`config.mk`:
```
export PLATFORM = sky130hd
export DESIGN_NAME = multi_debouncer
export DESIGN_NICKNAME = d
export VERILOG_FILES = /design/src/rtl/multi_debouncer.sv
export SDC_FILE = /design/constraint.sdc
export NUM_CORES = 1
export LEC_CHECK = 0
export CORE_ASPECT_RATIO = 1.2
export CORE_UTILIZATION = 50
export CTS_BUF_LIST = sky130_fd_sc_hd__clkbuf_16
export CTS_CLUSTER_DIAMETER = 50
export DETAILED_ROUTE_END_ITERATION = 16
export HOLD_SLACK_MARGIN = 0.15
export PLACE_DENSITY = 0.68
export SLEW_MARGIN = 10
export SYNTH_ARGS = -nofsm -noshare
export SYNTH_HDL_FRONTEND = slang
export SYNTH_SLANG_ARGS = --single-unit
```
`constraint.sdc`:
```
create_clock -name clk -period 3.3 [get_ports clk]
set_input_delay 0.99 -clock clk [delete_from_list [all_inputs] [get_ports clk]]
set_output_delay 0.99 -clock clk [all_outputs]
set_load 0.01 [all_outputs]
```
`src/rtl/multi_debouncer.sv`:
```
// N-channel pushbutton conditioner: 2-FF synchroniser, prescaled sliding-window
// majority vote with hysteresis, press/release pulses and a long-press flag.
module multi_debouncer #(
  parameter int unsigned N_CH       = 4,
  parameter int unsigned WIN        = 10,
  parameter int unsigned HI_TH      = 7,
  parameter int unsigned LO_TH      = 3,
  parameter int unsigned SAMPLE_DIV = 1,
  parameter int unsigned HOLD_TICKS = 500
) (
  input  logic            clk,
  input  logic            rst_n,
  input  logic [N_CH-1:0] button,
  output logic [N_CH-1:0] btn_level,
  output logic [N_CH-1:0] btn_rise,
  output logic [N_CH-1:0] btn_fall,
  output logic [N_CH-1:0] btn_held
);

  localparam int unsigned CW = $clog2(WIN + 1);
  localparam int unsigned DW = (SAMPLE_DIV > 1) ? $clog2(SAMPLE_DIV) : 1;
  localparam int unsigned HW = $clog2(HOLD_TICKS + 1);

  logic [N_CH-1:0] sync1_q, sync2_q;
  logic [DW-1:0]   div_q, div_d;
  logic            tick_c;

  // Shared sample-tick prescaler
  always_comb begin
    tick_c = (div_q == DW'(SAMPLE_DIV - 1));
    div_d  = tick_c ? '0 : div_q + DW'(1);
  end

  always_ff @(posedge clk or negedge rst_n) begin
    if (!rst_n) begin
      sync1_q <= '0;
      sync2_q <= '0;
      div_q   <= '0;
    end else begin
      sync1_q <= button;
      sync2_q <= sync1_q;
      div_q   <= div_d;
    end
  end

  for (genvar c = 0; c < N_CH; c++) begin : g_ch
    logic [WIN-1:0] win_q, win_d, win_n;
    logic [CW-1:0]  cnt_c;
    logic [HW-1:0]  hold_q, hold_d;
    logic           level_q, level_d;
    logic           rise_q, rise_d;
    logic           fall_q, fall_d;
    logic           held_q, held_d;

    // Window vote; the window is reloaded on a transition so the next flip needs a full run
    always_comb begin
      win_n = {win_q[WIN-2:0], sync2_q[c]};
      cnt_c = '0;
      for (int unsigned b = 0; b < WIN; b++) begin
        cnt_c = cnt_c + CW'(win_n[b]);
      end

      win_d   = win_q;
      level_d = level_q;
      rise_d  = 1'b0;
      fall_d  = 1'b0;
      if (tick_c) begin
        if (!level_q && (cnt_c >= CW'(HI_TH))) begin
          level_d = 1'b1;
          rise_d  = 1'b1;
          win_d   = '1;
        end else if (level_q && (cnt_c <= CW'(LO_TH))) begin
          level_d = 1'b0;
          fall_d  = 1'b1;
          win_d   = '0;
        end else begin
          win_d = win_n;
        end
      end

      // Hold time counts ticks after the rising tick, so it starts from zero on a press
      hold_d = hold_q;
      if (!level_d) begin
        hold_d = '0;
      end else if (tick_c && level_q && (hold_q != HW'(HOLD_TICKS))) begin
        hold_d = hold_q + HW'(1);
      end
      held_d = (hold_d == HW'(HOLD_TICKS));
    end

    always_ff @(posedge clk or negedge rst_n) begin
      if (!rst_n) begin
        win_q   <= '0;
        hold_q  <= '0;
        level_q <= 1'b0;
        rise_q  <= 1'b0;
        fall_q  <= 1'b0;
        held_q  <= 1'b0;
      end else begin
        win_q   <= win_d;
        hold_q  <= hold_d;
        level_q <= level_d;
        rise_q  <= rise_d;
        fall_q  <= fall_d;
        held_q  <= held_d;
      end
    end

    assign btn_level[c] = level_q;
    assign btn_rise[c]  = rise_q;
    assign btn_fall[c]  = fall_q;
    assign btn_held[c]  = held_q;
  end

endmodule

```
==> results of run 1 <==
[cell usage after synthesis (2+ instances only)]
cell      number  share of area [%]
dfrtp_1       96                 47
inv_1         69                5.0
nor2_1        52                3.8
a21o_1        40                5.8
xnor2_1       27                4.6
fa_1          24                9.3
nand2_1       20                1.5
buf_4         17                2.5
ha_1          16                3.9
a21oi_1       13                1.3
nand3_1       11                1.1
o21ai_0       10               0.97
nand4_1        8               0.97
xor2_1         8                1.4
clkbuf_1       7               0.51
nand3b_1       7                1.0
and3_1         5               0.61
nor3_1         5               0.49
and2_1         4               0.49
mux2i_1        4               0.78
nor2b_1        4               0.49
nor4_1         4               0.49
buf_2          3               0.29
and4_1         2               0.34
buf_6          2               0.44
nand4_2        2               0.49
nor3b_1        2               0.29
nor4b_1        2               0.34
o41ai_4        2                1.1
or3_1          2               0.24
[stage by stage]
stage	hold slack [ns]	std cells	setup slack, ns	cell area [um2]	TNS, ns
5_1_grt	0.362	653	-0.457	6300	-18.11
3_3_place_gp	0.334	616	-0.246	5470	-4.08
4_1_cts	0.353	646	-0.390	6130	-11.74
6_report	0.351	653	-0.372	6300	-8.69
3_5_place_dp	0.339	616	-0.342	5470	-9.38
2_1_floorplan	0.331	483	-0.168	5200	-0.357
[routing by layer]
layer / track usage [%] / vias to the layer above / part of all wire (%)
met1: 22.9 / 1683 / 43
met3: 3.56 / 21 / 2.3
met2: 33.8 / 45 / 52
met5: 0 / - / 0
li1: - / 1625 / -
met4: 9.19 / 0 / 2.6
[cell type report]
class | instances | area share, %
repair buffers | 55 | 8.68
well taps | 126 | 2.50
flip-flops and latches | 96 | 38.1
multi-input cells | 290 | 42.0
clock inverters | 7 | 0.973
inverters | 70 | 4.17
clock buffers | 9 | 3.57
[path summary, 6_finish.rpt]
path,start,endpoint,slack [ns],depth (start not counted)
min reg2reg,sync1_q[1]$_DFF_PN0_,sync2_q[1]$_DFF_PN0_,0.35,0
min in group asynchronous,rst_n,g_ch[1].hold_q[3]$_DFF_PN0_,0.66,1
max,g_ch[1].win_q[4]$_DFF_PN0_,g_ch[1].held_q$_DFF_PN0_,-0.37,11
max in group asynchronous,rst_n,g_ch[0].win_q[6]$_DFF_PN0_,1.96,2
max reg2reg,g_ch[1].win_q[4]$_DFF_PN0_,g_ch[1].held_q$_DFF_PN0_,-0.37,11
min,sync1_q[1]$_DFF_PN0_,sync2_q[1]$_DFF_PN0_,0.35,0
[state kept, by name, summed over array words and instances, names as in the netlist]
register,count
g_ch.fall_q,4
g_ch.held_q,4
g_ch.hold_q,36
g_ch.level_q,4
g_ch.rise_q,4
g_ch.win_q,36
sync1_q,4
sync2_q,4
[cell families after synthesis]
kind of cell,Yosys count,synth area share [%]
adders and majority gates,40,13.2
AOI/OAI and AO/OA,75,11.1
and+or+nand+nor,133,13.1
DFF,96,46.7
muxes,4,0.779
buffers and inverters,100,9.10
xor gates and xnor gates,35,5.96
[repair_timing]
action,CTS,global route
setup buffers,11,5
resized for setup,77,31
setup endpoints to repair,84,88
cloned,6,2
pin swaps,38,22
==> flow_summary_export.csv, run 1 <==
group,metric,value,unit
die,io_pins,22,
worst_setup_path,path_buf_inv,2,
sta,fin_crit_sh,111,%
worst_setup_path,slowest_stage,"fa_1",
clock_network,tritoncts,"yes",
global_routing,grt_overflow,0,
flow_run,max_cap_violations,0,
cells_and_area,diodes,0,
sta,finalCriticalPeriod,3.67,ns
cells_and_area,n_fill_cell,786,
route,drtPass1Iterations,6,
status,outcome,"complete, but fails checks",
cells_and_area,final_cell_mix,"dfrtp_1, inv_1, a21o_1",
worst_setup_path,slowest_delay,0.54,ns
global_routing,grt_pass1_wl,15900,um
clock_network,cts_inserted_buffers,9,
clock_network,cts.reportedPaths.clkPinSlew,0.06,ns
worst_setup_path,path_class,"register to register",
clock_network,clkSinkCount,96,
global_routing,antenna_found_initial,0,
die,initial_core_util,51.4,%
global_routing,grt.total_usage,19.4,%
route,ant_nets,0,
route,vias,3374,
synth,synthesis.area,5140,um2
worst_setup_path,path_delay_family,"adder cells",
worst_setup_path,endpoint_kind,"register",
clock_network,cts_buffer_depth,2,
cells_and_area,area_growth,22.5,%
synth,yosysSeqAreaShare,46.7,%
die,die_width,94.6,um
synth,ys_types,45,
synth,synth_enable_flop_cells,0,
cells_and_area,layout.nets,568,
sta,rsz0062_at_grt,"yes",
die,fp-row-count,40,
global_routing,grt_pass1_vias,3542,
sta,max-slew-margin-rel,58.1,%
sta,tightest_slew,0.628,ns
worst_setup_path,critPathLaunchType,"register",
worst_setup_path,arrival,3.90,ns
sta,layout_setup_ws,-0.372,ns
sta,hold_violations,0,
route,drt-initial-drc-count,174,
cells_and_area,seq_area,2400,um2
die,die_h,113,um
synth,synth_cells,483,
sta,setup_viol,78,
global_routing,grt_max_degree,50,
die,coreArea,10000,um2
synth,ys.flop_type,"dfrtp_1",
cells_and_area,layout-drive-gt1-share,24.3,%
cells_and_area,final_common_cell,"dfrtp_1",
clock_network,htree_levels,3,
worst_setup_path,critPathMaxFanout,2,
clock_network,hold_buffers,0,
synth,ys_seq_elements,96,
die,die-area,10700,um2
sta,fmax,272,MHz
placement,gp_congestion,0.789,
cells_and_area,finish.utilization,62.9,%
sta,slew_violations,0,
route,viasPerCell,5.17,
route,wl_per_cell,14.6,um
synth,syn_nets,529,
worst_setup_path,path_common_cell,"fa_1",
synth,synth.avg_cell_area,10.6,um2
worst_setup_path,required,3.53,ns
synth,async_flop_share,100,%
cells_and_area,multi_input_area,2650,um2
clock_network,root_buffer,"clkbuf_16",
synth,yosysWarnings,0,
sta,finClkSkew,0.00664,ns
route,drc_errors,0,
placement,io_buffers,21,
worst_setup_path,path_cells,"fa_1, inv_1, fa_1, fa_1, inv_2, ha_4, fa_2, a21oi_2, o21a_1, or3b_1, a2111oi_2",
placement,dp_hpwl,5900,um
clock_network,clock_latency,0.34,ns
route,wirelength,9500,um
min_path,hold_class,"register to register",
status,violations,"setup timing",
Power of run 1 is not shown: default switching activity piles up to over one toggle a cycle in this logic, so the estimate is an artifact.
==> run 2, diff against run 1 <==
Settings changed: CORE_ASPECT_RATIO 1.2 to 1.25, SKIP_CTS_REPAIR_TIMING from default to 1.
==> run 2 against run 1 <==
Against the previous run:
- final area fell by 2.2%
- sequential share of layout area up 0.84 points
- first-iteration DRC count is 16% lower
- register-to-register slack improved by 0.09 ns
- the run still ends with setup timing left
- critical path type unchanged
- worst hold slack worse by 0.0012 ns
- final cell count fell by 1.2%
- via count down 1.8%
==> flow_summary_export.csv, run 2 (synthesis gave the netlist of run 1 again) <==
group,metric,value,unit
sta,hold_violations,0,
min_path,hold-path-endpoint,"sync2_q[3]$_DFF_PN0_",
placement,dp_hpwl,5890,um
worst_setup_path,path_buf_inv,2,
route,viasPerCell,5.13,
status,violations,"setup timing",
cells_and_area,top_regs,"g_ch.hold_q (36), g_ch.win_q (36)",
global_routing,antenna_found_initial,0,
clock_network,cts.reportedPaths.clkPinSlew,0.06,ns
sta,max-slew-margin-rel,58.9,%
clock_network,root_buffer,"clkbuf_16",
worst_setup_path,rr_worst_depth,11,
cells_and_area,fin_area,6160,um2
worst_setup_path,r2r_setup_slack,-0.28,ns
cells_and_area,final_cell_mix,"dfrtp_1, inv_1, a21o_1",
clock_network,cts_inserted_buffers,9,
sta,layout_setup_ws,-0.283,ns
route,ant_nets,0,
worst_setup_path,critPathMaxFanout,2,
worst_setup_path,path_cells,"fa_1, inv_1, fa_1, fa_1, inv_1, ha_4, fa_2, a21oi_1, o21a_1, or3b_1, a2111oi_2",
sta,slew_violations,0,
worst_setup_path,r2r-end,"g_ch[1].held_q$_DFF_PN0_",
cells_and_area,n_fill_cell,821,
clock_network,tritoncts,"yes",
cells_and_area,final_common_cell,"dfrtp_1",
min_path,min_from,"sync1_q[3]$_DFF_PN0_",
die,coreArea,10100,um2
worst_setup_path,path_common_cell,"fa_1",
placement,placed_cells_incl_taps,621,
die,io_pins,22,
clock_network,clock_latency,0.33,ns
sta,finClkSkew,0.00661,ns
die,die-area,10700,um2
clock_network,clkSinkCount,96,
sta,tightest_slew,0.616,ns
worst_setup_path,critPathLaunchType,"register",
sta,fmax,279,MHz
global_routing,grt_overflow,0,
route,drt-initial-drc-count,146,
worst_setup_path,slowest_delay,0.53,ns
placement,dp_slack,-0.301,ns
route,wl_per_cell,13.8,um
route,vias,3312,
worst_setup_path,endpoint_kind,"register",
worst_setup_path,slowest_stage,"fa_1",
global_routing,grt.total_usage,17.3,%
clock_network,cts_buffer_depth,2,
die,fp-row-count,41,
status,outcome,"complete, but fails checks",
sta,setup_viol,61,
sta,fin_crit_sh,109,%
global_routing,grt_pass1_wl,14700,um
clock_network,htree_levels,3,
worst_setup_path,required,3.52,ns
cells_and_area,finish.utilization,61.3,%
flow_run,max_cap_violations,0,
worst_setup_path,arrival,3.80,ns
global_routing,grt_max_degree,51,
cells_and_area,diodes,0,
route,wirelength,8900,um
min_path,whs_path_depth,0,
worst_setup_path,reg2reg_from,"g_ch[1].win_q[4]$_DFF_PN0_",
placement,place_area,5490,um2
route,drtPass1Iterations,4,
cells_and_area,layout.nets,558,
die,die_h,115,um
worst_setup_path,path_delay_family,"adder cells",
placement,io_buffers,21,
global_routing,grt_pass1_vias,3355,
min_path,hold_class,"register to register",
placement,gp_congestion,0.797,
route,drc_errors,0,
cells_and_area,fin_cells,645,
die,initial_core_util,51.1,%
die,die_width,92.7,um
cells_and_area,layout-drive-gt1-share,21.1,%
sta,finalCriticalPeriod,3.58,ns
sta,rsz0062_at_grt,"yes",
cells_and_area,area_growth,19.9,%
worst_setup_path,path_class,"register to register",
run 2: changes by cell type in the layout (fill, tap and decap cells not counted), moves of 3 or more:
cell,delta
nor2_2,-8
buf_4,-4
nor2_4,+6
a21oi_4,-4
inv_2,-4
buf_6,-5
inv_1,+6
clkinv_1,-3
run 2: metrics by stage:
step           TNS [ns]  hold WS [ns]
3_5_place_dp      -7.19         0.336
6_report          -5.58         0.350
2_1_floorplan    -0.357         0.331
3_3_place_gp      -4.01         0.334
5_1_grt          -15.07         0.354
4_1_cts           -9.04         0.351
run 2: final cells by class:
cell class	count	area [um2]	share of cell area [%]
clock buffer	9	225	3.65
timing repair buffer	47	495	8.04
multi-input combinational	288	2590	42.0
clock inverter	6	30.0	0.487
inverter	70	263	4.26
tap	129	161	2.62
sequential	96	2400	39.0
run 2: worst max-delay path by stage:
stage,cells past startpoint,to,start,slack [ns]
2_1_floorplan,11,g_ch[1].held_q$_DFF_PN0_,g_ch[1].win_q[4]$_DFF_PN0_,-0.17
5_1_grt,11,g_ch[1].held_q$_DFF_PN0_,g_ch[1].win_q[0]$_DFF_PN0_,-0.45
3_5_place_dp,13,g_ch[3].held_q$_DFF_PN0_,g_ch[3].win_q[4]$_DFF_PN0_,-0.30
6_report,11,g_ch[1].held_q$_DFF_PN0_,g_ch[1].win_q[4]$_DFF_PN0_,-0.28
3_3_place_gp,11,g_ch[1].held_q$_DFF_PN0_,g_ch[1].win_q[4]$_DFF_PN0_,-0.25
4_1_cts,11,g_ch[1].held_q$_DFF_PN0_,g_ch[1].win_q[4]$_DFF_PN0_,-0.30
run 2: worst register-to-register path: cells and delay by family (launching register included):
kind            cells  cell delay (ns)
simple gates        1             0.36
buf+inv             2             0.11
flops               1             0.40
fa+ha+maj           5             2.16
compound gates      3             0.45
run 2: metal layers:
layer	vias to the layer above	GRT usage [%]	share of wire (%)
met5	-	0	0
met4	0	6.87	1.2
met3	8	3.51	2.0
met2	26	30.4	54
met1	1656	21.0	43
li1	1622	-	-
Power of run 2 is left out for the same reason.
